`src/rtl/dmem_lane_serializer.sv`:
```
// rtl/dmem_lane_serializer.sv - issues one multi-lane dcache request lane by lane on a TL-UL A/D port
// and gathers the per-lane replies into a single dcache response.
module dmem_lane_serializer #(
  parameter int NUM_LANES = 4,
  parameter int TAG_WIDTH = 8,
  parameter int SRC_WIDTH = TAG_WIDTH + $clog2(NUM_LANES)
) (
  input  logic                     clock,
  input  logic                     reset,
  input  logic                     req_valid,
  output logic                     req_ready,
  input  logic [NUM_LANES-1:0]     req_mask,
  input  logic [NUM_LANES-1:0]     req_rw,
  input  logic [4*NUM_LANES-1:0]   req_byteen,
  input  logic [30*NUM_LANES-1:0]  req_addr,
  input  logic [32*NUM_LANES-1:0]  req_data,
  input  logic [TAG_WIDTH-1:0]     req_tag,
  output logic                     rsp_valid,
  input  logic                     rsp_ready,
  output logic [NUM_LANES-1:0]     rsp_tmask,
  output logic [32*NUM_LANES-1:0]  rsp_data,
  output logic [TAG_WIDTH-1:0]     rsp_tag,
  output logic                     mem_a_valid,
  input  logic                     mem_a_ready,
  output logic [2:0]               mem_a_opcode,
  output logic [3:0]               mem_a_size,
  output logic [SRC_WIDTH-1:0]     mem_a_source,
  output logic [31:0]              mem_a_address,
  output logic [3:0]               mem_a_mask,
  output logic [31:0]              mem_a_data,
  input  logic                     mem_d_valid,
  output logic                     mem_d_ready,
  input  logic [2:0]               mem_d_opcode,
  input  logic [SRC_WIDTH-1:0]     mem_d_source,
  input  logic [31:0]              mem_d_data,
  output logic                     busy,
  output logic                     err
);
  localparam int LB = $clog2(NUM_LANES);

  typedef enum logic [1:0] {IDLE, ISSUE, WAIT, RESP} state_t;

  state_t                 state;
  logic [NUM_LANES-1:0]   issue_pend;
  logic [NUM_LANES-1:0]   rsp_pend;
  logic [NUM_LANES-1:0]   rd_mask;
  logic [NUM_LANES-1:0]   rw_q;
  logic [TAG_WIDTH-1:0]   tag_q;
  logic [3:0]             byteen_q [NUM_LANES];
  logic [29:0]            addr_q   [NUM_LANES];
  logic [31:0]            wdata_q  [NUM_LANES];
  logic [31:0]            data_buf [NUM_LANES];
  logic                   err_q;

  logic [LB-1:0]          a_lane;
  logic [LB-1:0]          d_lane;
  logic [TAG_WIDTH-1:0]   d_tag;
  logic                   a_fire;
  logic                   d_fire;
  logic                   d_ok;
  logic [NUM_LANES-1:0]   issue_nx;
  logic [NUM_LANES-1:0]   rsp_nx;

  // Lowest pending lane wins, so lane order is fixed for the whole request.
  always_comb begin
    a_lane = '0;
    for (int i = NUM_LANES - 1; i >= 0; i--)
      if (issue_pend[i]) a_lane = LB'(i);
  end

  assign mem_a_valid   = (state == ISSUE);
  assign mem_a_opcode  = !rw_q[a_lane] ? 3'd4 : (byteen_q[a_lane] == 4'hF) ? 3'd0 : 3'd1;
  assign mem_a_size    = 4'd2;
  assign mem_a_source  = {tag_q, a_lane};
  assign mem_a_address = {addr_q[a_lane], 2'b00};
  assign mem_a_mask    = byteen_q[a_lane];
  assign mem_a_data    = wdata_q[a_lane];

  assign req_ready   = (state == IDLE) && !reset;
  assign mem_d_ready = !reset;
  assign busy        = (state != IDLE);
  assign err         = err_q;

  assign rsp_valid = (state == RESP);
  assign rsp_tmask = rd_mask;
  assign rsp_tag   = tag_q;
  always_comb begin
    rsp_data = '0;
    for (int i = 0; i < NUM_LANES; i++)
      rsp_data[32*i +: 32] = rd_mask[i] ? data_buf[i] : 32'h0;
  end

  assign d_lane = mem_d_source[LB-1:0];
  assign d_tag  = mem_d_source[SRC_WIDTH-1:LB];
  assign d_fire = mem_d_valid && mem_d_ready;
  assign d_ok   = d_fire && (state == ISSUE || state == WAIT) &&
                  (d_tag == tag_q) && rsp_pend[d_lane];
  assign a_fire = mem_a_valid && mem_a_ready;

  assign issue_nx = a_fire ? (issue_pend & ~(NUM_LANES'(1) << a_lane)) : issue_pend;
  assign rsp_nx   = d_ok   ? (rsp_pend   & ~(NUM_LANES'(1) << d_lane)) : rsp_pend;

  always_ff @(posedge clock) begin
    if (reset) begin
      state      <= IDLE;
      issue_pend <= '0;
      rsp_pend   <= '0;
      rd_mask    <= '0;
      rw_q       <= '0;
      tag_q      <= '0;
      err_q      <= 1'b0;
      for (int i = 0; i < NUM_LANES; i++) begin
        byteen_q[i] <= '0;
        addr_q[i]   <= '0;
        wdata_q[i]  <= '0;
        data_buf[i] <= '0;
      end
    end else begin
      if (d_fire && !d_ok) err_q <= 1'b1;
      case (state)
        IDLE: begin
          // An empty mask is consumed here without leaving IDLE.
          if (req_valid && req_mask != '0) begin
            tag_q      <= req_tag;
            rw_q       <= req_rw;
            issue_pend <= req_mask;
            rsp_pend   <= req_mask;
            rd_mask    <= req_mask & ~req_rw;
            for (int i = 0; i < NUM_LANES; i++) begin
              byteen_q[i] <= req_byteen[4*i +: 4];
              addr_q[i]   <= req_addr[30*i +: 30];
              wdata_q[i]  <= req_data[32*i +: 32];
              data_buf[i] <= '0;
            end
            state <= ISSUE;
          end
        end
        ISSUE, WAIT: begin
          issue_pend <= issue_nx;
          rsp_pend   <= rsp_nx;
          if (d_ok && mem_d_opcode != 3'd0) data_buf[d_lane] <= mem_d_data;
          if (issue_nx == '0 && rsp_nx == '0)
            state <= (rd_mask != '0) ? RESP : IDLE;
          else if (issue_nx == '0)
            state <= WAIT;
        end
        RESP: begin
          if (rsp_ready) state <= IDLE;
        end
        default: state <= IDLE;
      endcase
    end
  end
endmodule

```
`config.mk`:
```
export PLATFORM = sky130hd
export DESIGN_NAME = dmem_lane_serializer
export DESIGN_NICKNAME = d
export VERILOG_FILES = /design/src/rtl/dmem_lane_serializer.sv
export SDC_FILE = /design/constraint.sdc
export NUM_CORES = 1
export LEC_CHECK = 0
export ABC_AREA = 1
export CORE_MARGIN = 10
export CORE_UTILIZATION = 45
export DETAILED_ROUTE_END_ITERATION = 6
export PLACE_DENSITY = 0.74
export SLEW_MARGIN = 20
export SYNTH_ARGS = -nofsm -noshare
export SYNTH_HDL_FRONTEND = slang
export SYNTH_SLANG_ARGS = --single-unit
export TNS_END_PERCENT = 20
```
`constraint.sdc`:
```
create_clock -name clock -period 16.1 [get_ports clock]
set_input_delay 3.22 -clock clock [delete_from_list [all_inputs] [get_ports clock]]
set_output_delay 3.22 -clock clock [all_outputs]
set_load 0.005 [all_outputs]
```
==> impl_metrics.ini, run 1 <==
[sta]
finalWorstSetupSlack_ns = 7.77
hold_violations = 0
period_share_pct = 51.7
timing.final.max_slew_violations = 0
min_period_ns = 8.33
final-setup-viol-count = 0
final.setup.tns_ns = 0
worst_hold_slack_ns = 0.474
unrepaired_setup_endpoints_after_global_routing = no
worst-slew-pin-transition_ns = 1.08
worst_slew_margin_rel_pct = 27.7
max_freq_mhz = 120
worst_case_clock_skew_ns = 0.0103

[place]
gp_routability_congestion = 0.873
place_hpwl_mm = 43.2
post-place-ws_ns = 7.81
port_buffers = 554

[pwr]
power_density_mw_per_mm2 = 145
power_leakage_nw = 12.1
gate_power_share_pct = 32.5
switching_share_pct = 31.7
p_int_mw = 2.61
power_frac_clock_pct = 26.7
ir_drop_mv = 0.0818
netSwitchingPower_mw = 1.21
seqPwrFrac_pct = 40.8

[routing]
detailedRoute.firstIterationViolations = 1507
dr_total_vias = 15200
drc = 0
detail_route.vias_per_cell = 4.88
drt-pass1-iter-count = 6
wirelength_mm = 60.0
detail_route.wl_per_cell_um = 19.3
antenna_left = 0

[synth]
synth_xor_xnor_area_share_pct = 0.0923
multiplexer_share_of_the_synthesized_area_pct = 0
post_synth_main_area_contributors = sky130_fd_sc_hd__edfxtp_1 62%, sky130_fd_sc_hd__nor2_1 9.4%, sky130_fd_sc_hd__inv_1 9.3%
synth_fa_ha_area_share_pct = 0.198
post_synth_inst_count = 2027
synth_top_family_by_area = simple AND/OR/NAND/NOR gates
postSynthRegisterBits = 419
syn-cell-area_mm2 = 0.0190
yosys.area.top_type = sky130_fd_sc_hd__edfxtp_1
ys_seq_area_share_pct = 64.9
netlist.area_leader.share_pct = 62.0
avgSynthCellArea_um2 = 9.36
synth_warn = 0
synth_simple_gate_area_share_pct = 16.9
synth-compound-area-share_pct = 5.90
ys_types = 29

[die]
starting_density_pct = 45.3
placeableCoreArea_mm2 = 0.0419
num_io_pins = 562
placementRows = 75
dieWidth_um = 225
die_area_mm2 = 0.0508
fp.dieH_um = 225

[clock_network]
hold_buffers = 0
htree_levels = 2
clock_latency_ns = 0.55
post_cts_repair_setup_buffers = 0
worst_setup_hold_path_clk_slew_ns = 0.05
clk_path_buf_depth = 3
root_buffer_selected_by_cts = sky130_fd_sc_hd__clkbuf_16
num_cts_buffers = 44
clock_sink_count = 419
ctsResizeCount = 0
cts_tree = yes

[finish]
finish.net_count = 2877
post_route_cells_drive_above_1_share_pct = 3.77
fillCellCount = 3321
syn2layout_area_growth_pct = 38.9

[worst_setup_path]
worst_ep_required_time_ns = 12.88
crit_path_end_kind = primary output
crit_path_max_fanout = 20
timing.critical_path.arrival_ns = 5.11
timing_worst_setup_path_type = primary input to primary output
setup.worst_path.start_class = primary input

[global_route]
first_global_vias = 15300
grt_util_all_layers_pct = 22.9
grt_pass1_wl_mm = 88.9
globalRouteOverflowTotal = 0
antenna_violations_before_repair = 16
maximum_number_of_pins_on_one_net_before_global_route_repair = 118

[worst_hold_path]
holdCritPathClass = register to register

[run]
timing.max_cap.violations = 0

[outcome]
outcome = completed
-- power by group through the flow --
| stage | sequential, mW | clock [mW] | combinational (mW) |
|---|---|---|---|
| floorplan | 1.59 | 0 | 0.552 |
| global placement | 1.57 | 0 | 1.24 |
| detailed placement | 1.58 | 0 | 1.26 |
| CTS | 1.56 | 1.03 | 1.27 |
| global route | 1.58 | 1.08 | 1.36 |
| finish | 1.56 | 1.02 | 1.24 |
-- flip-flops by register name, summed over array words and instances, names as in the netlist --
| name | count |
|---|---|
| data_buf | 128 |
| wdata_q | 128 |
| addr_q | 120 |
| byteen_q | 16 |
| rsp_tag | 8 |
| issue_pend | 4 |
| rsp_pend | 4 |
| rsp_tmask | 4 |
| rw_q | 4 |
| state | 2 |
| err | 1 |
-- worst paths after layout --
check / from / to / slack [ns] / cells past startpoint
setup / recovery: reset / mem_d_ready / 7.77 / 3
hold / removal: err / err / 0.47 / 2
setup reg to reg: state[0] / wdata_q[3][14] / 12.16 / 8
hold reg to reg: err / err / 0.47 / 2
-- cell usage in the layout, fill, tap and decap left out, drive strengths merged, types with 7 or more instances in the layout --
| cell type | instances |
|---|---|
| clkinv | 18 |
| o211ai | 64 |
| conb | 7 |
| edfxtp | 392 |
| clkdlybuf4s50 | 554 |
| nand2 | 325 |
| clkbuf | 48 |
| nand3 | 27 |
| buf | 22 |
| o21ai | 85 |
| a31oi | 7 |
| nor2 | 477 |
| a21oi | 18 |
| dfxtp | 27 |
| inv | 471 |
-- logic make-up after synthesis --
logic type,count (synthesis)
AND/OR/NAND/NOR,837
buffers and inverters,580
flip-flops,419
AO/OA/AOI/OAI,184
adder cells (fa/ha/maj),3
XOR/XNOR,2
other,2
-- critical path: stages --
cell and delay (ns):
sky130_fd_sc_hd__clkdlybuf4s50_1 0.62, sky130_fd_sc_hd__inv_1 0.62, sky130_fd_sc_hd__clkdlybuf4s50_1 0.65
-- synthesized netlist by cell type --
master,number
sky130_fd_sc_hd__nor2_1,476
sky130_fd_sc_hd__xnor2_1,2
sky130_fd_sc_hd__a21oi_1,17
sky130_fd_sc_hd__clkinv_1,1
sky130_fd_sc_hd__a31oi_1,7
sky130_fd_sc_hd__dfxtp_1,27
sky130_fd_sc_hd__a31o_2,2
sky130_fd_sc_hd__o21ai_0,85
sky130_fd_sc_hd__a21oi_2,1
sky130_fd_sc_hd__buf_2,26
sky130_fd_sc_hd__o221ai_1,1
sky130_fd_sc_hd__nor2_2,1
sky130_fd_sc_hd__edfxtp_1,392
sky130_fd_sc_hd__nor3_1,1
sky130_fd_sc_hd__nand3_1,27
sky130_fd_sc_hd__a221oi_1,1
sky130_fd_sc_hd__nand2_1,325
sky130_fd_sc_hd__ha_1,3
sky130_fd_sc_hd__conb_1,2
sky130_fd_sc_hd__nor4_4,1
sky130_fd_sc_hd__o31ai_1,2
sky130_fd_sc_hd__clkbuf_1,69
sky130_fd_sc_hd__inv_1,468
sky130_fd_sc_hd__buf_4,15
sky130_fd_sc_hd__nor4_1,1
sky130_fd_sc_hd__buf_1,1
sky130_fd_sc_hd__o22ai_1,4
sky130_fd_sc_hd__nand4_1,5
sky130_fd_sc_hd__o211ai_1,64
-- final cells by class --
| class | count | area, um2 | share of cell area [%] |
|---|---|---|---|
| Sequential cell | 419 | 12300 | 46.7 |
| Timing Repair Buffer | 576 | 5720 | 21.7 |
| Multi-Input combinational cell | 1033 | 4450 | 16.9 |
| Inverter | 469 | 1760 | 6.68 |
| Clock buffer | 48 | 1140 | 4.31 |
| Tap cell | 539 | 674 | 2.56 |
| Clock inverter | 30 | 294 | 1.12 |
| Antenna cell | 5 | 12.5 | 0.0475 |
-- routing by layer --
metal,vias to the layer above,share of wire (%),global-route usage (%)
li1,7289,-,-
met1,7062,35,24.7
met2,735,50,40.0
met3,112,12,9.11
met4,22,2.7,7.84
met5,-,0.21,0
-- per-stage QoR --
step                instance area (um2)  utilization, %  power, mW  instances
floorplan                         19000               -       2.15       2032
global placement                  24900            59.5       2.81       3036
detailed placement                24900            59.5       2.83       3036
CTS                               26300            62.9       3.86       3114
global route                      26400            63.0       4.01       3117
finish                            26400            63.0       3.81       3119
Note: power is estimated with default switching activity, not from simulation.
==> run 2, diff against run 1 <==
clock period = 8.7 ns   (was 16.1 ns; I/O delays follow)
==> run 2 against run 1 <==
Net effect: clock power up 74%; wire length increased by 0.66%; register-to-register slack got worse by 7.1 ns; clock skew down 0.0017 ns; utilization is 0.12 points lower; critical path depth up 7; power up 83%; sequential share of layout area up 0.094 points; cell area fell by 0.19%; cell count is 0.16% lower; critical path type is now register to primary output.
==> impl_metrics.ini, run 2 (same netlist as run 1, synthesis figures left out) <==
[routing]
antenna_left = 0
detail_route.wl_per_cell_um = 19.4
detail_route.vias_per_cell = 4.91
top_signal_layer_used = met5
dr_total_vias = 15300
detail_route.wirelength.met1_mm = 21.9
met3RoutedLength_mm = 6.43
drt-pass1-iter-count = 6
detailedRoute.firstIterationViolations = 1425
wl_met2_mm = 30.6
drc = 0
wirelength_mm = 60.4

[clock_network]
clk_path_buf_depth = 3
post_cts_repair_setup_buffers = 0
worst_setup_hold_path_clk_slew_ns = 0.06
ctsResizeCount = 0
root_buffer_selected_by_cts = sky130_fd_sc_hd__clkbuf_16
clock_latency_ns = 0.56
cts_tree = yes
htree_levels = 2
clock_sink_count = 419
num_cts_buffers = 43
hold_buffers = 0

[worst_setup_path]
timing.critical_path.arrival_ns = 4.21
critical-path-max-stage-delay_ns = 0.59
critical_path.reg2reg.startpoint = state[1]
rr_worst_depth = 9
crit_path_end_kind = primary output
cp_slowest_cell = sky130_fd_sc_hd__clkdlybuf4s50_1
setup.worst_path.start_class = register
setup_slack_of_the_most_critical_reg_to_reg_path_ns = 5.08
timing_worst_setup_path_type = register to primary output
crit-reg2reg-capture = data_buf[1][7]
crit_path_end = mem_a_opcode[0]
crit_start = issue_pend[2]
ordered_list_of_cells_on_the_worst_path = inv_1 > nand2_1 > a21oi_4 > buf_4 > inv_2 > buf_4 > o211ai_1 > o221ai_1 > a31oi_1 > clkdlybuf4s50_1
worst_ep_required_time_ns = 6.96
crit_path_max_fanout = 68
worst_path_most_repeated_cell = sky130_fd_sc_hd__buf_4

[sta]
final-setup-viol-count = 0
max_freq_mhz = 168
min_period_ns = 5.95
worst_hold_slack_ns = 0.483
period_share_pct = 68.4
timing.final.max_slew_violations = 0
worst-slew-pin-transition_ns = 1.02
final.setup.tns_ns = 0
hold_violations = 0
worst_case_clock_skew_ns = 0.00867
worst_slew_margin_rel_pct = 32.0
unrepaired_setup_endpoints_after_global_routing = no

[die]
num_io_pins = 562
fp.dieH_um = 225
starting_density_pct = 45.3
dieWidth_um = 225
placeableCoreArea_mm2 = 0.0419
die_area_mm2 = 0.0508
placementRows = 75

[finish]
reg_top3 = data_buf: 128 flops, wdata_q: 128 flops, addr_q: 120 flops
post_layout_util_pct = 62.9
finish.net_count = 2875
layout.cells.most_common_list = 554 x sky130_fd_sc_hd__clkdlybuf4s50_1, 475 x sky130_fd_sc_hd__nor2_1, 466 x sky130_fd_sc_hd__inv_1
layout_commonest_cell = sky130_fd_sc_hd__clkdlybuf4s50_1
syn2layout_area_growth_pct = 38.7
post_route_cells_drive_above_1_share_pct = 3.65

[pwr]
ir_drop_mv = 0.179
power_density_mw_per_mm2 = 265
power_leakage_nw = 12.0
post-layout-total-power_mw = 6.98

[run]
timing.max_cap.violations = 0

[worst_hold_path]
holdCritPathClass = register to register
hold_depth = 2
worst_hold_startpoint = err

[place]
place_hpwl_mm = 44.5
gp_routability_congestion = 0.877
port_buffers = 554

[global_route]
first_global_vias = 15700
maximum_number_of_pins_on_one_net_before_global_route_repair = 180
globalRouteOverflowTotal = 0
grt_pass1_wl_mm = 90.2
antenna_violations_before_repair = 7
grt_util_all_layers_pct = 23.0

[outcome]
outcome = completed
run 2: cell types whose count changed in the layout (fill, tap and decap cells not counted), sizes merged:
cell      before  now
clkbuf        48   53
bufinv         5    3
clkinvlp       5    3
diode          5    3
inv          471  469
buf           22   21
clkinv        18   17
run 2: where the power goes:
group          switching, mW  total, mW  internal, mW
combinational           1.32       2.31         0.994
sequential             0.144       2.89          2.75
clock                  0.756       1.77          1.02
run 2: worst min path at each step:
stage / end / slack (ns)
finish: err / 0.48
global route: rsp_tmask[2] / 0.52
CTS: err / 0.48
detailed placement: err / 0.47
global placement: err / 0.46
floorplan: rw_q[3] / 0.43
run 2: final cells by class:
type                            count  area [um2]
Fill cell                        3337       15500
Clock inverter                     23         204
Tap cell                          539         674
Inverter                          469        1760
Antenna cell                        3        7.51
Timing Repair Buffer              575        5760
Clock buffer                       53        1130
Multi-Input combinational cell   1033        4460
Sequential cell                   419       12300
run 2: metal layers:
metal / vias up / track usage [%]
met5: - / 0
met4: 6 / 7.25
met3: 94 / 7.17
met2: 759 / 40.6
met1: 7141 / 26.1
li1: 7281 / -
run 2: stage by stage:
step                area, um2  cells  worst slack (ns)
global route            26300   3113              2.51
floorplan               19000   2032             0.718
detailed placement      25000   3035              3.13
finish                  26300   3114              2.75
CTS                     26300   3111              2.69
global placement        24900   3033              3.21
run 2: critical path, delay by kind of cell, from the launching register on:
kind	cells	cell delay, ns
buffers and inverters	5	2.18
AOI/OAI and AO/OA	4	0.92
DFF	1	0.32
and+or+nand+nor	1	0.17
==> run 3, diff against run 2 <==
CORE_UTILIZATION = 43   (was 45)
clock period = 5.1 ns   (was 8.7 ns; I/O delays follow)
==> run 3 against run 2 <==
Net effect: clock power grew 83%; non-clock buffer count rose by 7; hold slack better by 0.0088 ns; wire length grew 0.62%; cell count grew 2.0%; critical path depth shrank 2; utilization is 1.7 points lower; critical path type unchanged; largest cell class unchanged.
==> impl_metrics.ini, run 3 (same netlist as run 1, synthesis figures left out) <==
[place]
gp_routability_congestion = 0.931
place_inst = 3088
port_buffers = 554
place_hpwl_mm = 44.1
detailed_place.area_mm2 = 0.0251

[routing]
wirelength_mm = 60.8
antenna_left = 0
dr_total_vias = 15200
detail_route.wl_per_cell_um = 19.1
drt-pass1-iter-count = 5
drc = 0
detailedRoute.firstIterationViolations = 1486
detail_route.vias_per_cell = 4.78

[worst_setup_path]
timing_worst_setup_path_type = register to primary output
timing.critical_path.arrival_ns = 3.26
setup_slack_of_the_most_critical_reg_to_reg_path_ns = 2.17
setup.worst_path.start_class = register
critical_path.reg2reg.startpoint = state[1]
crit_start = issue_pend[0]
crit_path_end_kind = primary output
worst_ep_required_time_ns = 4.08
crit_path_max_fanout = 33

[global_route]
first_global_vias = 15400
globalRouteOverflowTotal = 0
grt_util_all_layers_pct = 22.1
grt_pass1_wl_mm = 90.3
maximum_number_of_pins_on_one_net_before_global_route_repair = 166
antenna_violations_before_repair = 14
grt_use_met1_pct = 24.4
met2_usage_pct = 38.9
grt-busiest-layer = met2
grt_use_met3_pct = 7.76

[sta]
worst_slew_margin_rel_pct = 44.3
final.setup.tns_ns = 0
worst_case_clock_skew_ns = 0.0183
final-setup-viol-count = 0
max_freq_mhz = 233
worst-slew-pin-transition_ns = 0.835
hold_violations = 0
timing.final.max_slew_violations = 0
min_period_ns = 4.28
period_share_pct = 84.0
unrepaired_setup_endpoints_after_global_routing = no

[clock_network]
ctsResizeCount = 0
clock_sink_count = 419
post_cts_repair_setup_buffers = 0
hold_buffers = 0
root_buffer_selected_by_cts = sky130_fd_sc_hd__clkbuf_16
worst_setup_hold_path_clk_slew_ns = 0.06
cts_tree = yes
clk_path_buf_depth = 3
num_cts_buffers = 44
clock_latency_ns = 0.57
htree_levels = 2

[finish]
layout.cells.most_common_list = 554 x sky130_fd_sc_hd__clkdlybuf4s50_1, 475 x sky130_fd_sc_hd__nor2_1, 466 x sky130_fd_sc_hd__inv_1
reg_top3 = data_buf: 128 flops, wdata_q: 128 flops, addr_q: 120 flops
post_route_cells_drive_above_1_share_pct = 3.87
finish.net_count = 2883
layoutNonFillerInstCount = 3177
fillCellCount = 3602
layout_commonest_cell = sky130_fd_sc_hd__clkdlybuf4s50_1
syn2layout_area_growth_pct = 39.8
design_area_mm2 = 0.0265
multi_input_comb_area_mm2 = 0.00446
regArea_mm2 = 0.0123

[worst_hold_path]
holdCritPathClass = register to register
worst_hold_startpoint = err

[pwr]
post-layout-total-power_mw = 12.1
power_density_mw_per_mm2 = 455
power_leakage_nw = 12.1
ir_drop_mv = 0.335

[die]
fp.dieH_um = 230
placementRows = 76
die_area_mm2 = 0.0529
num_io_pins = 562
dieWidth_um = 230
placeableCoreArea_mm2 = 0.0434
starting_density_pct = 43.7

[outcome]
outcome = completed

[run]
timing.max_cap.violations = 0
run 3: changes by cell type in the layout (fill, tap and decap cells not counted), moves of 2 or more:
| cell | before | now |
|---|---|---|
| sky130_fd_sc_hd__clkinvlp_4 | 2 | 4 |
| sky130_fd_sc_hd__clkinv_2 | 10 | 5 |
| sky130_fd_sc_hd__clkbuf_1 | 9 | 12 |
| sky130_fd_sc_hd__buf_16 | 2 | 0 |
| sky130_fd_sc_hd__buf_4 | 17 | 24 |
| sky130_fd_sc_hd__diode_2 | 3 | 9 |
| sky130_fd_sc_hd__buf_12 | 1 | 4 |
| sky130_fd_sc_hd__bufinv_16 | 3 | 6 |
run 3: final timing paths:
check	end	depth (start not counted)
setup / recovery	mem_a_data[3]	8
hold / removal	err	2
setup reg to reg	data_buf[0][28]	10
hold reg to reg	err	2
run 3: power by group:
part / total (mW) / switching (mW) / internal [mW]
Clock: 3.24 / 1.34 / 1.90
Combinational: 3.89 / 2.18 / 1.70
Sequential: 4.94 / 0.254 / 4.69
Total: 12.1 / 3.77 / 8.29
run 3: layout make-up:
class                      instances  area share [%]
antenna                            9          0.0849
sequential                       419            46.4
clock inverter                    24            1.10
multi-input combinational       1033            16.8
inverter                         469            6.64
tap                              585            2.76
timing repair buffer             582            21.9
clock buffer                      56            4.32
run 3: layer usage:
layer,share of wire [%],vias up,routed length [um]
met2,50,668,30400
met3,10,95,6180
met5,0.11,-,64
met4,2.5,12,1530
met1,37,7119,22600
li1,-,7305,-
run 3: critical path, stage by stage, from the launching register on:
cell	delay [ns]
sky130_fd_sc_hd__dfxtp_1	0.44
sky130_fd_sc_hd__inv_1	0.09
sky130_fd_sc_hd__nand2_1	0.22
sky130_fd_sc_hd__nor2_1	0.11
sky130_fd_sc_hd__inv_2	0.48
sky130_fd_sc_hd__buf_4	0.39
sky130_fd_sc_hd__o21ai_0	0.15
sky130_fd_sc_hd__o211ai_1	0.25
sky130_fd_sc_hd__clkdlybuf4s50_1	0.56
run 3: metrics by stage:
stage / util, % / worst slack (ns) / hold slack (ns)
after floorplan: - / 0.762 / 0.428
after global placement: 57.8 / 1.46 / 0.471
after detailed placement: 57.8 / 1.39 / 0.487
after CTS: 61.1 / 0.746 / 0.503
after global routing: 61.1 / 0.559 / 0.515
final: 61.2 / 0.816 / 0.492
